--- src/rtl/fpu_pkg.sv ---
// fpu_pkg: constants and helpers shared by the FPU normalize/round back end.
//   FP_* constants describe the IEEE-754 binary32 layout used on the output.
//   FLG_* give the bit positions inside the 3-bit {exception, overflow,
//   underflow} flag vectors.
package fpu_pkg;

    localparam int          FP_BIAS    = 127;
    localparam int          FP_EXP_MAX = 255;
    localparam logic [31:0] FP_QNAN    = 32'h7FC0_0000;
    localparam int          FP_EXP_W   = 8;
    localparam int          FP_FRAC_W  = 23;

    localparam int FLG_EXC = 2;
    localparam int FLG_OVF = 1;
    localparam int FLG_UDF = 0;

    // Assemble a binary32 word from its three fields.
    function automatic logic [31:0] fp_pack(
        input logic                 sign,
        input logic [FP_EXP_W-1:0]  exp,
        input logic [FP_FRAC_W-1:0] frac
    );
        return {sign, exp, frac};
    endfunction

endpackage

--- src/rtl/fpu_round_norm_if.sv ---
// fpu_round_norm_if: input-beat and output-result handshake bundle.
//   in_*  : unnormalized sign/exponent/mantissa beat with valid/ready.
//   out_* : packed binary32 result and per-result flags with valid/ready.
//   master modport = producer of beats / consumer of results (arith side).
//   slave  modport = the normalize/round block itself.
interface fpu_round_norm_if #(
    parameter int BITS  = 32,
    parameter int EXP_W = 10,
    parameter int MAN_W = 28
);
    logic             in_valid;
    logic             in_ready;
    logic             in_sign;
    logic [EXP_W-1:0] in_exp;
    logic [MAN_W-1:0] in_man;
    logic             in_nan;
    logic             in_inf;
    logic             out_valid;
    logic             out_ready;
    logic [BITS-1:0]  out_result;
    logic [2:0]       out_flags;

    modport master (
        output in_valid, in_sign, in_exp, in_man, in_nan, in_inf, out_ready,
        input  in_ready, out_valid, out_result, out_flags
    );

    modport slave (
        input  in_valid, in_sign, in_exp, in_man, in_nan, in_inf, out_ready,
        output in_ready, out_valid, out_result, out_flags
    );
endinterface

--- src/rtl/fpu_lzc.sv ---
// fpu_lzc: combinational 28-bit leading-zero counter.
//   data_i : value to scan, bit 27 is the most significant.
//   cnt_o  : number of zeros above the first set bit (28 when data_i == 0).
module fpu_lzc (
    input  logic [27:0] data_i,
    output logic [4:0]  cnt_o
);

    // Scan upward so the highest set bit is the last to write the count.
    always_comb begin
        cnt_o = 5'd28;
        for (int i = 0; i < 28; i++) begin
            cnt_o = data_i[i] ? 5'(27 - i) : cnt_o;
        end
    end

endmodule

--- src/rtl/fpu_round_norm.sv ---
// fpu_round_norm: two-stage normalize + round-to-nearest-even + pack.
//   clk, rst_n   : clock and asynchronous active-low reset.
//   bus (slave)  : input beat {sign, exp, man, nan, inf} with valid/ready,
//                  output {result, flags} with valid/ready.
//   flag_clr     : clears the accumulated flags.
//   sticky_flags : OR of out_flags over all transferred results since clear.
// Stage 1 brings the hidden one to bit 26; stage 2 rounds, resolves special
// cases and registers the packed result.
module fpu_round_norm
    import fpu_pkg::*;
#(
    parameter int BITS  = 32,
    parameter int EXP_W = 10,
    parameter int MAN_W = 28
) (
    input  logic                clk,
    input  logic                rst_n,
    fpu_round_norm_if.slave     bus,
    input  logic                flag_clr,
    output logic [2:0]          sticky_flags
);

    // Internal exponent is one bit wider than the input so +1 / -26 never wrap.
    localparam int          IEXP_W  = 11;
    localparam logic [11:0] EXP_TOP = 12'(FP_EXP_MAX);

    logic              s2_en_s;
    logic              s1_en_s;
    logic              xfer_s;
    logic [4:0]        lzc_s;
    logic [4:0]        shamt_s;
    logic [IEXP_W-1:0] exp_ext_s;

    logic              s1_valid_q;
    logic              s1_sign_q,  s1_sign_d;
    logic [IEXP_W-1:0] s1_exp_q,   s1_exp_d;
    logic [26:0]       s1_man_q,   s1_man_d;
    logic              s1_zero_q,  s1_zero_d;
    logic              s1_nan_q,   s1_nan_d;
    logic              s1_inf_q,   s1_inf_d;

    logic              rnd_up_s;
    logic [24:0]       mant_sum_s;
    logic [11:0]       exp_rnd_s;
    logic [22:0]       frac_s;

    logic              out_valid_q;
    logic [BITS-1:0]   out_result_q, out_result_d;
    logic [2:0]        out_flags_q,  out_flags_d;
    logic [2:0]        sticky_q;

    assign s2_en_s      = !out_valid_q || bus.out_ready;
    assign s1_en_s      = !s1_valid_q || s2_en_s;
    assign xfer_s       = out_valid_q && bus.out_ready;
    assign bus.in_ready = s1_en_s;

    assign bus.out_valid  = out_valid_q;
    assign bus.out_result = out_result_q;
    assign bus.out_flags  = out_flags_q;
    assign sticky_flags   = sticky_q;

    fpu_lzc u_lzc (
        .data_i (bus.in_man),
        .cnt_o  (lzc_s)
    );

    // Stage 1 next state: move the leading one to bit 26 and adjust exponent.
    always_comb begin
        exp_ext_s = {{(IEXP_W-EXP_W){bus.in_exp[EXP_W-1]}}, bus.in_exp};
        // lzc counts from bit 27; bit 26 is the target, hence the -1.
        shamt_s   = lzc_s - 5'd1;
        s1_sign_d = bus.in_sign;
        s1_nan_d  = bus.in_nan;
        s1_inf_d  = bus.in_inf;
        s1_zero_d = (bus.in_man == {MAN_W{1'b0}});
        s1_man_d  = 27'd0;
        s1_exp_d  = exp_ext_s;
        if (bus.in_man[MAN_W-1]) begin
            // Carry: shift right one, the dropped bit stays visible as sticky.
            s1_man_d = {bus.in_man[27:2], bus.in_man[1] | bus.in_man[0]};
            s1_exp_d = exp_ext_s + 11'd1;
        end else if (s1_zero_d) begin
            s1_man_d = 27'd0;
            s1_exp_d = exp_ext_s;
        end else begin
            s1_man_d = bus.in_man[26:0] << shamt_s;
            s1_exp_d = exp_ext_s - {6'd0, shamt_s};
        end
    end

    // Stage 1 register: accept a beat whenever the stage is free or draining.
    always_ff @(posedge clk or negedge rst_n) begin
        if (!rst_n) begin
            s1_valid_q <= 1'b0;
            s1_sign_q  <= 1'b0;
            s1_exp_q   <= 11'd0;
            s1_man_q   <= 27'd0;
            s1_zero_q  <= 1'b0;
            s1_nan_q   <= 1'b0;
            s1_inf_q   <= 1'b0;
        end else if (s1_en_s) begin
            s1_valid_q <= bus.in_valid;
            if (bus.in_valid) begin
                s1_sign_q <= s1_sign_d;
                s1_exp_q  <= s1_exp_d;
                s1_man_q  <= s1_man_d;
                s1_zero_q <= s1_zero_d;
                s1_nan_q  <= s1_nan_d;
                s1_inf_q  <= s1_inf_d;
            end
        end
    end

    // Stage 2 next state: round to nearest even, then resolve special cases.
    always_comb begin
        rnd_up_s   = s1_man_q[2] & (s1_man_q[3] | s1_man_q[1] | s1_man_q[0]);
        mant_sum_s = {1'b0, s1_man_q[26:3]} + {24'd0, rnd_up_s};
        exp_rnd_s  = {s1_exp_q[IEXP_W-1], s1_exp_q} + {11'd0, mant_sum_s[24]};
        // A carry out of the hidden bit leaves 10.000..., i.e. a zero fraction.
        frac_s     = mant_sum_s[24] ? mant_sum_s[23:1] : mant_sum_s[22:0];

        out_result_d = BITS'(32'd0);
        out_flags_d  = 3'b000;
        if (s1_nan_q) begin
            out_result_d         = FP_QNAN;
            out_flags_d[FLG_EXC] = 1'b1;
        end else if (s1_inf_q) begin
            out_result_d = fp_pack(s1_sign_q, 8'(FP_EXP_MAX), 23'd0);
        end else if (s1_zero_q) begin
            out_result_d = fp_pack(s1_sign_q, 8'd0, 23'd0);
        end else if ($signed(exp_rnd_s) >= $signed(EXP_TOP)) begin
            out_result_d         = fp_pack(s1_sign_q, 8'(FP_EXP_MAX), 23'd0);
            out_flags_d[FLG_OVF] = 1'b1;
        end else if ($signed(exp_rnd_s) <= 12'sd0) begin
            out_result_d         = fp_pack(s1_sign_q, 8'd0, 23'd0);
            out_flags_d[FLG_UDF] = 1'b1;
        end else begin
            out_result_d = fp_pack(s1_sign_q, exp_rnd_s[7:0], frac_s);
        end
    end

    // Output register: holds while the consumer stalls.
    always_ff @(posedge clk or negedge rst_n) begin
        if (!rst_n) begin
            out_valid_q  <= 1'b0;
            out_result_q <= BITS'(32'd0);
            out_flags_q  <= 3'b000;
        end else if (s2_en_s) begin
            out_valid_q <= s1_valid_q;
            if (s1_valid_q) begin
                out_result_q <= out_result_d;
                out_flags_q  <= out_flags_d;
            end
        end
    end

    // Sticky flags: a clear coinciding with a transfer keeps only that result.
    always_ff @(posedge clk or negedge rst_n) begin
        if (!rst_n) begin
            sticky_q <= 3'b000;
        end else if (xfer_s) begin
            sticky_q <= flag_clr ? out_flags_q : (sticky_q | out_flags_q);
        end else if (flag_clr) begin
            sticky_q <= 3'b000;
        end
    end

endmodule
--- src/flat_wrapper.sv ---
// flat-port wrapper written by rule: the top's interface ports become plain ports
module fpu_round_norm_flat import fpu_pkg::*;
#(
    parameter int BITS  = 32,
    parameter int EXP_W = 10,
    parameter int MAN_W = 28
)
  (clk, rst_n, flag_clr, sticky_flags, bus_in_valid, bus_in_sign, bus_in_exp, bus_in_man, bus_in_nan, bus_in_inf, bus_out_ready, bus_in_ready, bus_out_valid, bus_out_result, bus_out_flags);
  fpu_round_norm_if #(.BITS(BITS), .EXP_W(EXP_W), .MAN_W(MAN_W)) bus_i ();
  input  logic clk;
  input  logic rst_n;
  input  logic flag_clr;
  output logic [2:0] sticky_flags;
  input wire logic [$bits(bus_i.in_valid)-1:0] bus_in_valid;
  input wire logic [$bits(bus_i.in_sign)-1:0] bus_in_sign;
  input wire logic [$bits(bus_i.in_exp)-1:0] bus_in_exp;
  input wire logic [$bits(bus_i.in_man)-1:0] bus_in_man;
  input wire logic [$bits(bus_i.in_nan)-1:0] bus_in_nan;
  input wire logic [$bits(bus_i.in_inf)-1:0] bus_in_inf;
  input wire logic [$bits(bus_i.out_ready)-1:0] bus_out_ready;
  output wire logic [$bits(bus_i.in_ready)-1:0] bus_in_ready;
  output wire logic [$bits(bus_i.out_valid)-1:0] bus_out_valid;
  output wire logic [$bits(bus_i.out_result)-1:0] bus_out_result;
  output wire logic [$bits(bus_i.out_flags)-1:0] bus_out_flags;
  assign bus_i.in_valid = bus_in_valid;
  assign bus_i.in_sign = bus_in_sign;
  assign bus_i.in_exp = bus_in_exp;
  assign bus_i.in_man = bus_in_man;
  assign bus_i.in_nan = bus_in_nan;
  assign bus_i.in_inf = bus_in_inf;
  assign bus_i.out_ready = bus_out_ready;
  assign bus_in_ready = bus_i.in_ready;
  assign bus_out_valid = bus_i.out_valid;
  assign bus_out_result = bus_i.out_result;
  assign bus_out_flags = bus_i.out_flags;
  fpu_round_norm #(.BITS(BITS), .EXP_W(EXP_W), .MAN_W(MAN_W)) u_core (.clk(clk), .rst_n(rst_n), .bus(bus_i), .flag_clr(flag_clr), .sticky_flags(sticky_flags));
endmodule
--- config.mk ---
export PLATFORM = sky130hd
export DESIGN_NAME = fpu_round_norm_flat
export DESIGN_NICKNAME = d
export VERILOG_FILES = /design/src/rtl/fpu_pkg.sv /design/src/rtl/fpu_round_norm_if.sv /design/src/rtl/fpu_lzc.sv /design/src/rtl/fpu_round_norm.sv /design/src/flat_wrapper.sv
export SDC_FILE = /design/constraint.sdc
export NUM_CORES = 1
export LEC_CHECK = 0
export CAP_MARGIN = 20
export CORE_UTILIZATION = 45
export CTS_BUF_LIST = sky130_fd_sc_hd__clkbuf_16
export DETAILED_ROUTE_END_ITERATION = 7
export GPL_ROUTABILITY_DRIVEN = 0
export PLACE_DENSITY = 0.74
export SYNTH_ARGS = -nofsm -noshare
export SYNTH_HDL_FRONTEND = slang
export SYNTH_SLANG_ARGS = --single-unit
--- constraint.sdc ---
create_clock -name clk -period 5.8 [get_ports clk]
set_input_delay 1.16 -clock clk [delete_from_list [all_inputs] [get_ports clk]]
set_output_delay 1.16 -clock clk [all_outputs]
set_load 0.1 [all_outputs]
==> results of run 1 <==
## power by group through the flow
stage	clock, mW	sequential (mW)	combinational, mW
floorplan	0	1.02	0.456
global placement	0	0.761	0.983
detailed placement	0	0.766	0.991
CTS	0.506	0.756	0.994
global route	0.527	0.773	1.07
finish	0.494	0.756	1.01
## worst max-delay path by stage
stage / from / depth (start not counted) / endpoint
2_1_floorplan: bus_in_man[15] / 20 / u_core.s1_exp_q[7]
3_3_place_gp: bus_in_man[13] / 15 / u_core.s1_exp_q[9]
3_5_place_dp: bus_in_man[13] / 15 / u_core.s1_exp_q[9]
4_1_cts: u_core.s1_man_q[3] / 18 / u_core.bus.out_result[9]
5_1_grt: u_core.s1_man_q[3] / 18 / u_core.bus.out_result[17]
6_report: u_core.s1_man_q[3] / 18 / u_core.bus.out_result[9]
## cell usage after synthesis (11+ instances only)
master    count  share of area
dfrtp_1      82           0.32
a21oi_1      37          0.029
mux2i_1      27          0.042
nand2b_1     14          0.014
xor2_1       20          0.027
nand4_1      13          0.013
a22o_1       13          0.018
nor2_1       73          0.042
nor4_1       11          0.011
a31oi_1      13          0.013
o21ai_0      54          0.042
mux4_2       13          0.045
inv_1        18          0.010
clkbuf_1     38          0.022
nor3_1       11         0.0085
nand3_1      38          0.029
nand2_1     116          0.067
## cell families after synthesis
family / count (synthesis) / share of synthesized area
buffers and inverters: 77 / 0.0534
muxes: 51 / 0.115
AOI/OAI and AO/OA: 197 / 0.206
DFF: 82 / 0.317
xor gates and xnor gates: 30 / 0.0418
adders and majority gates: 12 / 0.0242
and+or+nand+nor: 328 / 0.242
## per-layer routing
metal | track usage | vias to the layer above | share of wire
met2 | 0.356 | 342 | 0.42
met1 | 0.357 | 2935 | 0.46
met3 | 0.0623 | 49 | 0.089
met4 | 0.0980 | 0 | 0.031
met5 | 0 | - | 0
li1 | - | 3001 | -
## layout make-up
| type | instances | share of cell area |
|---|---|---|
| clock buffers | 9 | 0.0291 |
| clock inverters | 7 | 0.00485 |
| inverters | 19 | 0.00985 |
| multi-input cells | 618 | 0.526 |
| flip-flops and latches | 82 | 0.265 |
| well taps | 180 | 0.0291 |
| repair buffers | 110 | 0.136 |
## sequential cells by signal, summed over array words and instances (netlist names)
| signal | count |
|---|---|
| u_core.bus.out_valid | 1 |
| u_core.bus.out_flags | 3 |
| u_core.s1_sign_q | 1 |
| u_core.s1_zero_q | 1 |
| u_core.s1_inf_q | 1 |
| u_core.s1_exp_q | 11 |
| u_core.s1_nan_q | 1 |
| u_core.sticky_flags | 3 |
| u_core.s1_man_q | 27 |
| u_core.bus.out_result | 32 |
| u_core.s1_valid_q | 1 |
## critical path, cell delays in order, from the launching register on
cell and delay, ns:
dfrtp_1 0.37, o31a_1 0.15, ha_1 0.23, ha_1 0.24, and4_1 0.31, and4_1 0.32
and4_1 0.25, nand4_1 0.22, inv_1 0.19, ha_1 0.19, ha_1 0.35, nand2_1 0.11
xor2_1 0.19, or4_1 0.51, a21oi_1 0.17, buf_4 0.17, and3b_1 0.34, nand2_1 0.33
o21ai_0 0.15
## cell usage in the layout, fill, tap and decap left out, types with 5 or more instances in the layout
master	n
a31oi_1	13
xor2_1	20
o21ai_0	54
dfrtp_1	82
mux2i_1	27
a21oi_1	37
nor3_1	11
ha_1	10
a21o_1	5
nand2_1	116
xnor2_1	9
a2bb2oi_1	5
nor2_1	73
clkbuf_16	9
or2_2	5
nand4_1	13
o22a_1	8
a221oi_1	10
inv_1	19
mux4_2	13
or3_1	5
clkdlybuf4s50_1	84
nor4_1	11
nand3_1	38
a32oi_1	5
buf_4	25
mux2_2	7
and3_1	10
or4_1	7
nand2b_1	14
a22o_1	13
and2_1	7
and4_1	10
## per-stage QoR
stage	instance area [sq um]	hold slack, ns
final	7740	0.476
after floorplan	6470	0.446
after global routing	7740	0.494
after global placement	7450	0.452
after CTS	7720	0.481
after detailed placement	7450	0.469
==> impl_metrics.py, run 1 <==
metrics = {
    "outcome": {
        "outcome": "completed",
    },
    "power_and_ir_drop": {
        "p_int_mw": 1.28,
        "design_power_total_mw": 2.26,
        "p_clk_frac": 0.219,
        "seqPwrFrac": 0.335,
        "p_per_area_nw_per_um2": 291,
        "leakagePower_nw": 3.17,
        "p_switching_uw": 972,
        "vdd_ir_drop_max_uv": 127,
        "p_sw_frac": 0.431,
        "p_comb_frac": 0.446,
    },
    "sta": {
        "max_slew_margin": 0.326,
        "fin_crit_sh": 0.851,
        "finalSetupTns_ns": 0,
        "final_max_slew_viol_count": 0,
        "rsz0062_at_grt": "false",
        "setup_viol": 0,
        "finalHoldViolations": 0,
        "period_needed_ns": 4.93,
        "fmax_ghz": 0.203,
        "fin_ws_ns": 0.865,
        "worst-slew-pin-transition_ns": 1.01,
        "skew_ns": 0.00793,
    },
    "clock_tree": {
        "postCtsHoldBufs": 0,
        "cts_tree": "built",
        "numCtsBuffers": 9,
        "cts_buffer_depth": 2,
        "cts_root_buf": "clkbuf_16",
        "cts_sinks": 82,
        "ctsResizeCount": 0,
        "clk_latency_ns": 0.33,
        "cts_setup_buffers": 0,
        "path_clk_slew_ns": 0.06,
        "htreeDepth": 3,
    },
    "worst_setup_path": {
        "cp-end-kind": "flop",
        "crit_required_ns": 5.99,
        "rrSetupSlack_ns": 0.87,
        "r2r-end": "u_core.bus.out_result[9]",
        "r2r-start": "u_core.s1_man_q[3]",
        "critPathArrivalTime_ns": 5.13,
        "path_max_fanout": 13,
        "reg2regPathDepth": 18,
        "cp-start-kind": "flop",
        "critPathKind": "reg -> reg",
    },
    "yosys": {
        "synth_area_sq_um": 6470,
        "synth_warnings": 0,
        "syn-num-nets": 834,
        "syn_inst": 777,
        "synth_edf_count": 0,
        "yosysSeqAreaShare": 0.317,
        "synthDistinctLibCells": 74,
        "synthArstFlopShare": 1.00,
        "synth-seq-cells": 82,
        "synth_ff_type": "dfrtp_1",
        "syn_area_per_cell_sq_um": 8.33,
    },
    "floorplanning": {
        "die_area_sq_um": 14900,
        "fp.dieH_um": 122,
        "std_cell_rows": 43,
        "die_x_um": 122,
        "initial_core_util": 0.464,
        "core_area_sq_um": 13900,
        "io_pins": 86,
    },
    "drt": {
        "via_per_inst": 6.17,
        "routed_wl_um": 18000,
        "vias": 6327,
        "dr.pass1.iters": 7,
        "wire_per_inst_um": 17.5,
        "drc": 0,
        "drtIter0Drc": 805,
        "postRouteAntennaNets": 0,
    },
    "finish": {
        "layout-drive-gt1-share": 0.0852,
        "fin_util": 0.556,
        "final_nets": 897,
        "nFillCells": 1307,
        "multi_input_area_sq_um": 4070,
        "regArea_sq_um": 2050,
        "antennaDiodeCount": 0,
        "area_growth_pct": 19.7,
        "fin_cells": 1025,
    },
    "place": {
        "dp_slack_ns": 0.579,
        "dpl.cell_count": 1008,
        "hpwl_um": 13400,
        "port_buffers": 85,
    },
    "worst_hold_path": {
        "holdPathStages": 2,
        "worstHoldEndpoint": "u_core.s1_sign_q",
        "min_path_type": "reg -> reg",
        "worstHoldStart": "u_core.s1_sign_q",
    },
    "grt": {
        "antenna_found_initial": 0,
        "grt_start_max_net_pins": 83,
        "grt_pass1_wl_um": 29200,
        "grt_pass1_vias": 5666,
        "grt_overflow": 0,
        "grt_usage": 0.249,
    },
    "run": {
        "drv_cap": 0,
    },
}
Power figures use the tool's default switching activity.
==> run 2: changes to the inputs <==
clock period = 4.9 ns   (was 5.8 ns; I/O delays follow)
==> run 2 against run 1 <==
Effect of this change:
- non-clock buffer count rose by 23
- routed wire length fell by 0.54%
- sequential share of layout area fell by 0.72 points
- cell count rose by 2.2%
- power rose by 24%
- count of clock-buffer cells in the layout did not move
- core utilization rose by 1.6 points
- first-iteration DRC count fell by 4.0%
==> impl_metrics.py, run 2 (same netlist as run 1, synthesis figures left out) <==
metrics = {
    "place": {
        "port_buffers": 85,
        "place_area_sq_um": 7620,
        "dpl.cell_count": 1031,
        "dp_slack_ns": 0.0936,
        "hpwl_um": 13500,
    },
    "worst_setup_path": {
        "critPathArrivalTime_ns": 4.71,
        "r2r-end": "u_core.bus.out_result[15]",
        "rrSetupSlack_ns": 0.41,
        "max_stage_delay_ns": 0.57,
        "path_max_fanout": 4,
        "critPathKind": "in -> reg",
        "r2r-start": "u_core.s1_man_q[3]",
        "cp_slowest_cell": "or4_1",
        "cp_num_buf_inv": 2,
        "cp_top_family": "simple AND/OR/NAND/NOR gates",
        "cp-end-kind": "flop",
        "cp-start-kind": "input port",
        "crit_required_ns": 5.12,
        "path_cells": "clkdlybuf4s50_1, or4_1, o21ai_0, o21a_1, inv_6, ha_1, a31oi_1, nor2_1, ha_1, or4_1, or3_1, or2_2, o21a_1, a211o_1",
        "crit_start": "bus_in_man[23]",
        "reg2regPathDepth": 17,
    },
    "power_and_ir_drop": {
        "p_sw_frac": 0.413,
        "p_switching_mw": 1.15,
        "p_per_area_nw_per_um2": 351,
        "p_int_mw": 1.64,
        "vdd_ir_drop_max_uv": 148,
        "leakagePower_nw": 3.32,
        "p_clk_frac": 0.249,
        "design_power_total_mw": 2.79,
        "p_comb_frac": 0.429,
        "seqPwrFrac": 0.322,
    },
    "drt": {
        "drtIter0Drc": 773,
        "dr.pass1.iters": 5,
        "postRouteAntennaNets": 0,
        "drc": 0,
        "vias": 6360,
        "via_per_inst": 6.07,
        "routed_wl_um": 17900,
        "wire_per_inst_um": 17.0,
    },
    "sta": {
        "final_max_slew_viol_count": 0,
        "worst-slew-pin-transition_ns": 0.996,
        "timing.hold.ws_ns": 0.453,
        "fin_ws_ns": 0.411,
        "setup_viol": 0,
        "fmax_ghz": 0.223,
        "rsz0062_at_grt": "false",
        "finalHoldViolations": 0,
        "skew_ns": 0.00683,
        "finalSetupTns_ns": 0,
        "max_slew_margin": 0.334,
        "fin_crit_sh": 0.916,
        "period_needed_ns": 4.49,
    },
    "grt": {
        "grt_pass1_vias": 5770,
        "grt_overflow": 0,
        "grt_start_max_net_pins": 83,
        "grt_pass1_wl_um": 29200,
        "antenna_found_initial": 0,
        "grt_usage": 0.250,
    },
    "floorplanning": {
        "die_x_um": 122,
        "io_pins": 86,
        "initial_core_util": 0.464,
        "fp.dieH_um": 122,
        "core_area_sq_um": 13900,
        "die_area_sq_um": 14900,
        "std_cell_rows": 43,
    },
    "worst_hold_path": {
        "min_path_type": "in -> async",
    },
    "clock_tree": {
        "cts_root_buf": "clkbuf_16",
        "numCtsBuffers": 9,
        "cts_sinks": 82,
        "cts_tree": "built",
        "cts_setup_buffers": 0,
        "clk_latency_ns": 0.34,
        "ctsResizeCount": 0,
        "htreeDepth": 3,
        "cts_buffer_depth": 2,
        "path_clk_slew_ns": 0.06,
        "postCtsHoldBufs": 0,
    },
    "finish": {
        "final_nets": 920,
        "design_area_sq_um": 7960,
        "nFillCells": 1250,
        "largest_reg_flops": 32,
        "final_cell_mix": "116 x nand2_1, 83 x clkdlybuf4s50_1, 82 x dfrtp_1, 73 x nor2_1, 54 x o21ai_0",
        "antennaDiodeCount": 0,
        "area_growth_pct": 23.1,
        "fin_cells": 1048,
        "fin_util": 0.571,
        "layout_commonest_cell": "nand2_1",
        "layout-drive-gt1-share": 0.113,
    },
    "run": {
        "drv_cap": 0,
    },
    "outcome": {
        "outcome": "completed",
    },
}
## run 2: how the worst max path moves through the flow
stage,to,slack (ns),depth (start not counted)
final,u_core.s1_exp_q[9],0.41,14
after global routing,u_core.bus.out_result[15],0.007,17
after CTS,u_core.bus.out_result[15],0.37,17
after detailed placement,u_core.s1_exp_q[9],0.09,14
after global placement,u_core.s1_exp_q[9],0.15,15
after floorplan,u_core.s1_exp_q[7],0.006,20
## run 2: metal layers
layer	track usage	part of all wire
met5	0	0
met4	0.111	0.028
met3	0.0384	0.082
met2	0.379	0.44
met1	0.351	0.45
## run 2: worst reg2reg max path, cell delays in order, from the launching register on
cell and delay (ns):
dfrtp_1 0.38, o31a_1 0.16, ha_1 0.23, ha_1 0.25, and4_1 0.32, and4_1 0.32
and4_1 0.24, nand4_1 0.12, inv_1 0.14, ha_1 0.18, ha_1 0.34, nand2_1 0.11
xor2_1 0.18, or4_1 0.51, a21oi_1 0.21, and3b_1 0.24, nand2_1 0.26, o21ai_0 0.17
## run 2: power by group through the flow
stage	clock, mW	sequential [mW]	combinational (mW)
CTS	0.706	0.897	1.19
detailed placement	0	0.908	1.18
finish	0.694	0.899	1.20
global placement	0	0.901	1.18
floorplan	0	1.21	0.540
global route	0.732	0.914	1.28
## run 2: area by class of cell
cell class	count	area (sq um)	share of cell area
well taps	180	225	0.0283
repair buffers	133	1230	0.154
clock buffers	9	225	0.0283
multi-input cells	618	4070	0.511
inverters	19	76.3	0.00959
clock inverters	7	85.1	0.0107
flip-flops and latches	82	2050	0.258
==> run 3: changes to the inputs <==
PLACE_DENSITY = unset   (was 0.74)
PLACE_DENSITY_LB_ADDON = 0.2   (was unset)
==> run 3 against run 2 <==
Effect of this change:
- non-clock buffer count is 2 lower
- maximum frequency down 0.47%
- sequential power about the same
- largest cell class unchanged
- via count is 0.57% higher
- critical path depth increased by 1
- design area decreased by 0.55%
- first-iteration DRC count shrank 31%
- largest power group unchanged
==> impl_metrics.py, run 3 (same netlist as run 1, synthesis figures left out) <==
metrics = {
    "sta": {
        "rsz0062_at_grt": "false",
        "setup_viol": 0,
        "finalHoldViolations": 0,
        "fmax_ghz": 0.222,
        "finalSetupTns_ns": 0,
        "period_needed_ns": 4.51,
        "skew_ns": 0.0104,
        "fin_crit_sh": 0.920,
        "worst-slew-pin-transition_ns": 0.969,
        "max_slew_margin": 0.352,
        "final_max_slew_viol_count": 0,
    },
    "floorplanning": {
        "die_x_um": 122,
        "core_area_sq_um": 13900,
        "initial_core_util": 0.464,
        "die_area_sq_um": 14900,
        "fp.dieH_um": 122,
        "std_cell_rows": 43,
        "io_pins": 86,
    },
    "power_and_ir_drop": {
        "vdd_ir_drop_max_uv": 141,
        "leakagePower_nw": 3.29,
        "p_switching_mw": 1.15,
        "p_clk_frac": 0.230,
        "p_int_mw": 1.58,
        "seqPwrFrac": 0.329,
        "p_sw_frac": 0.422,
        "p_per_area_nw_per_um2": 346,
        "p_comb_frac": 0.441,
    },
    "clock_tree": {
        "numCtsBuffers": 9,
        "cts_sinks": 82,
        "cts_buffer_depth": 2,
        "path_clk_slew_ns": 0.06,
        "htreeDepth": 3,
        "cts_root_buf": "clkbuf_16",
        "cts_tree": "built",
        "clk_latency_ns": 0.34,
    },
    "place": {
        "hpwl_um": 14000,
        "dpl.cell_count": 1028,
        "port_buffers": 85,
    },
    "grt": {
        "antenna_found_initial": 0,
        "grt_pass1_wl_um": 30300,
        "grt_usage": 0.258,
        "grt_pass1_vias": 5910,
        "grt_start_max_net_pins": 83,
        "grt_overflow": 0,
    },
    "worst_setup_path": {
        "cp-end-kind": "flop",
        "critPathKind": "in -> reg",
        "path_max_fanout": 5,
        "cp-start-kind": "input port",
        "crit_required_ns": 5.12,
        "r2r-start": "u_core.s1_man_q[3]",
        "crit_start": "bus_in_man[26]",
        "critPathArrivalTime_ns": 4.73,
    },
    "drt": {
        "wire_per_inst_um": 17.7,
        "routed_wl_um": 18500,
        "via_per_inst": 6.12,
        "vias": 6396,
        "drtIter0Drc": 530,
        "drc": 0,
        "dr.pass1.iters": 5,
        "postRouteAntennaNets": 0,
    },
    "finish": {
        "layout_commonest_cell": "nand2_1",
        "final_cell_mix": "115 x nand2_1, 83 x clkdlybuf4s50_1, 82 x dfrtp_1, 73 x nor2_1, 54 x o21ai_0",
        "final_nets": 918,
        "antennaDiodeCount": 0,
        "area_growth_pct": 22.4,
        "nFillCells": 1280,
        "layout-drive-gt1-share": 0.111,
        "fin_cells": 1045,
        "largest_reg_flops": 32,
    },
    "run": {
        "drv_cap": 0,
    },
    "worst_hold_path": {
        "min_path_type": "in -> async",
    },
    "outcome": {
        "outcome": "completed",
    },
}
[run 3: cell types whose count changed in the layout (fill, tap and decap cells not counted), sizes merged]
cell      change
bufinv        -1
clkinvlp      -1
buf           -2
clkinv        +1
[run 3: layer usage]
metal  track usage  vias up  routed length, um  part of all wire
met3        0.0262       53               1450             0.079
met4         0.129        0                600             0.033
met5             0        -                  0                 0
met2         0.392      335               8130              0.44
li1              -     3043                  -                 -
met1         0.366     2965               8270              0.45
[run 3: power by group through the flow]
stage | sequential [mW] | clock (mW) | combinational (mW)
after floorplan | 1.21 | 0 | 0.540
after global placement | 0.899 | 0 | 1.18
after detailed placement | 0.909 | 0 | 1.19
after CTS | 0.898 | 0.646 | 1.19
after global routing | 0.917 | 0.667 | 1.29
final | 0.900 | 0.630 | 1.21
[run 3: final cells by class]
type | count | area, sq um | share of cell area
Multi-Input combinational cell | 618 | 4080 | 0.515
Sequential cell | 82 | 2050 | 0.259
Timing Repair Buffer | 131 | 1210 | 0.153
Clock buffer | 9 | 225 | 0.0284
Tap cell | 180 | 225 | 0.0284
Inverter | 19 | 76.3 | 0.00964
Clock inverter | 6 | 50.0 | 0.00632
[run 3: worst max-delay path, stage by stage]
cell and delay, ns:
clkdlybuf4s50_1 0.58, inv_1 0.08, a221o_1 0.44, o21ai_0 0.12, o21a_1 0.25, inv_6 0.04, ha_1 0.23, a31oi_1 0.15
nor2_1 0.10, ha_1 0.20, or4_1 0.50, or3_1 0.35, or2_2 0.31, o21a_1 0.19, a211o_1 0.22
[run 3: path summary, 6_finish.rpt]
path	to	slack (ns)	cells past startpoint
min	u_core.bus.out_result[4]	0.46	1
min reg2reg	u_core.bus.out_result[31]	0.48	2
max reg2reg	u_core.bus.out_result[20]	0.41	18
min in group clk	u_core.bus.out_result[31]	0.48	2
max	u_core.s1_exp_q[9]	0.39	15
max in group asynchronous	u_core.s1_man_q[3]	3.87	2
[run 3: repair_timing]
action,CTS,global route
endpoints found under the setup margin,0,21
hold buffers,0,0
gates resized for setup,0,3
buffers inserted,0,1
[run 3: through the flow]
step / util / instance area, sq um / worst slack (ns) / hold slack (ns) / power (mW)
detailed placement: 0.546 / 7600 / 0.0642 / 0.469 / 2.10
finish: 0.568 / 7920 / 0.390 / 0.462 / 2.74
global route: 0.568 / 7920 / 0.0403 / 0.455 / 2.87
floorplan: - / 6470 / 0.00583 / 0.446 / 1.75
global placement: 0.546 / 7600 / 0.135 / 0.461 / 2.08
CTS: 0.565 / 7880 / 0.239 / 0.482 / 2.74
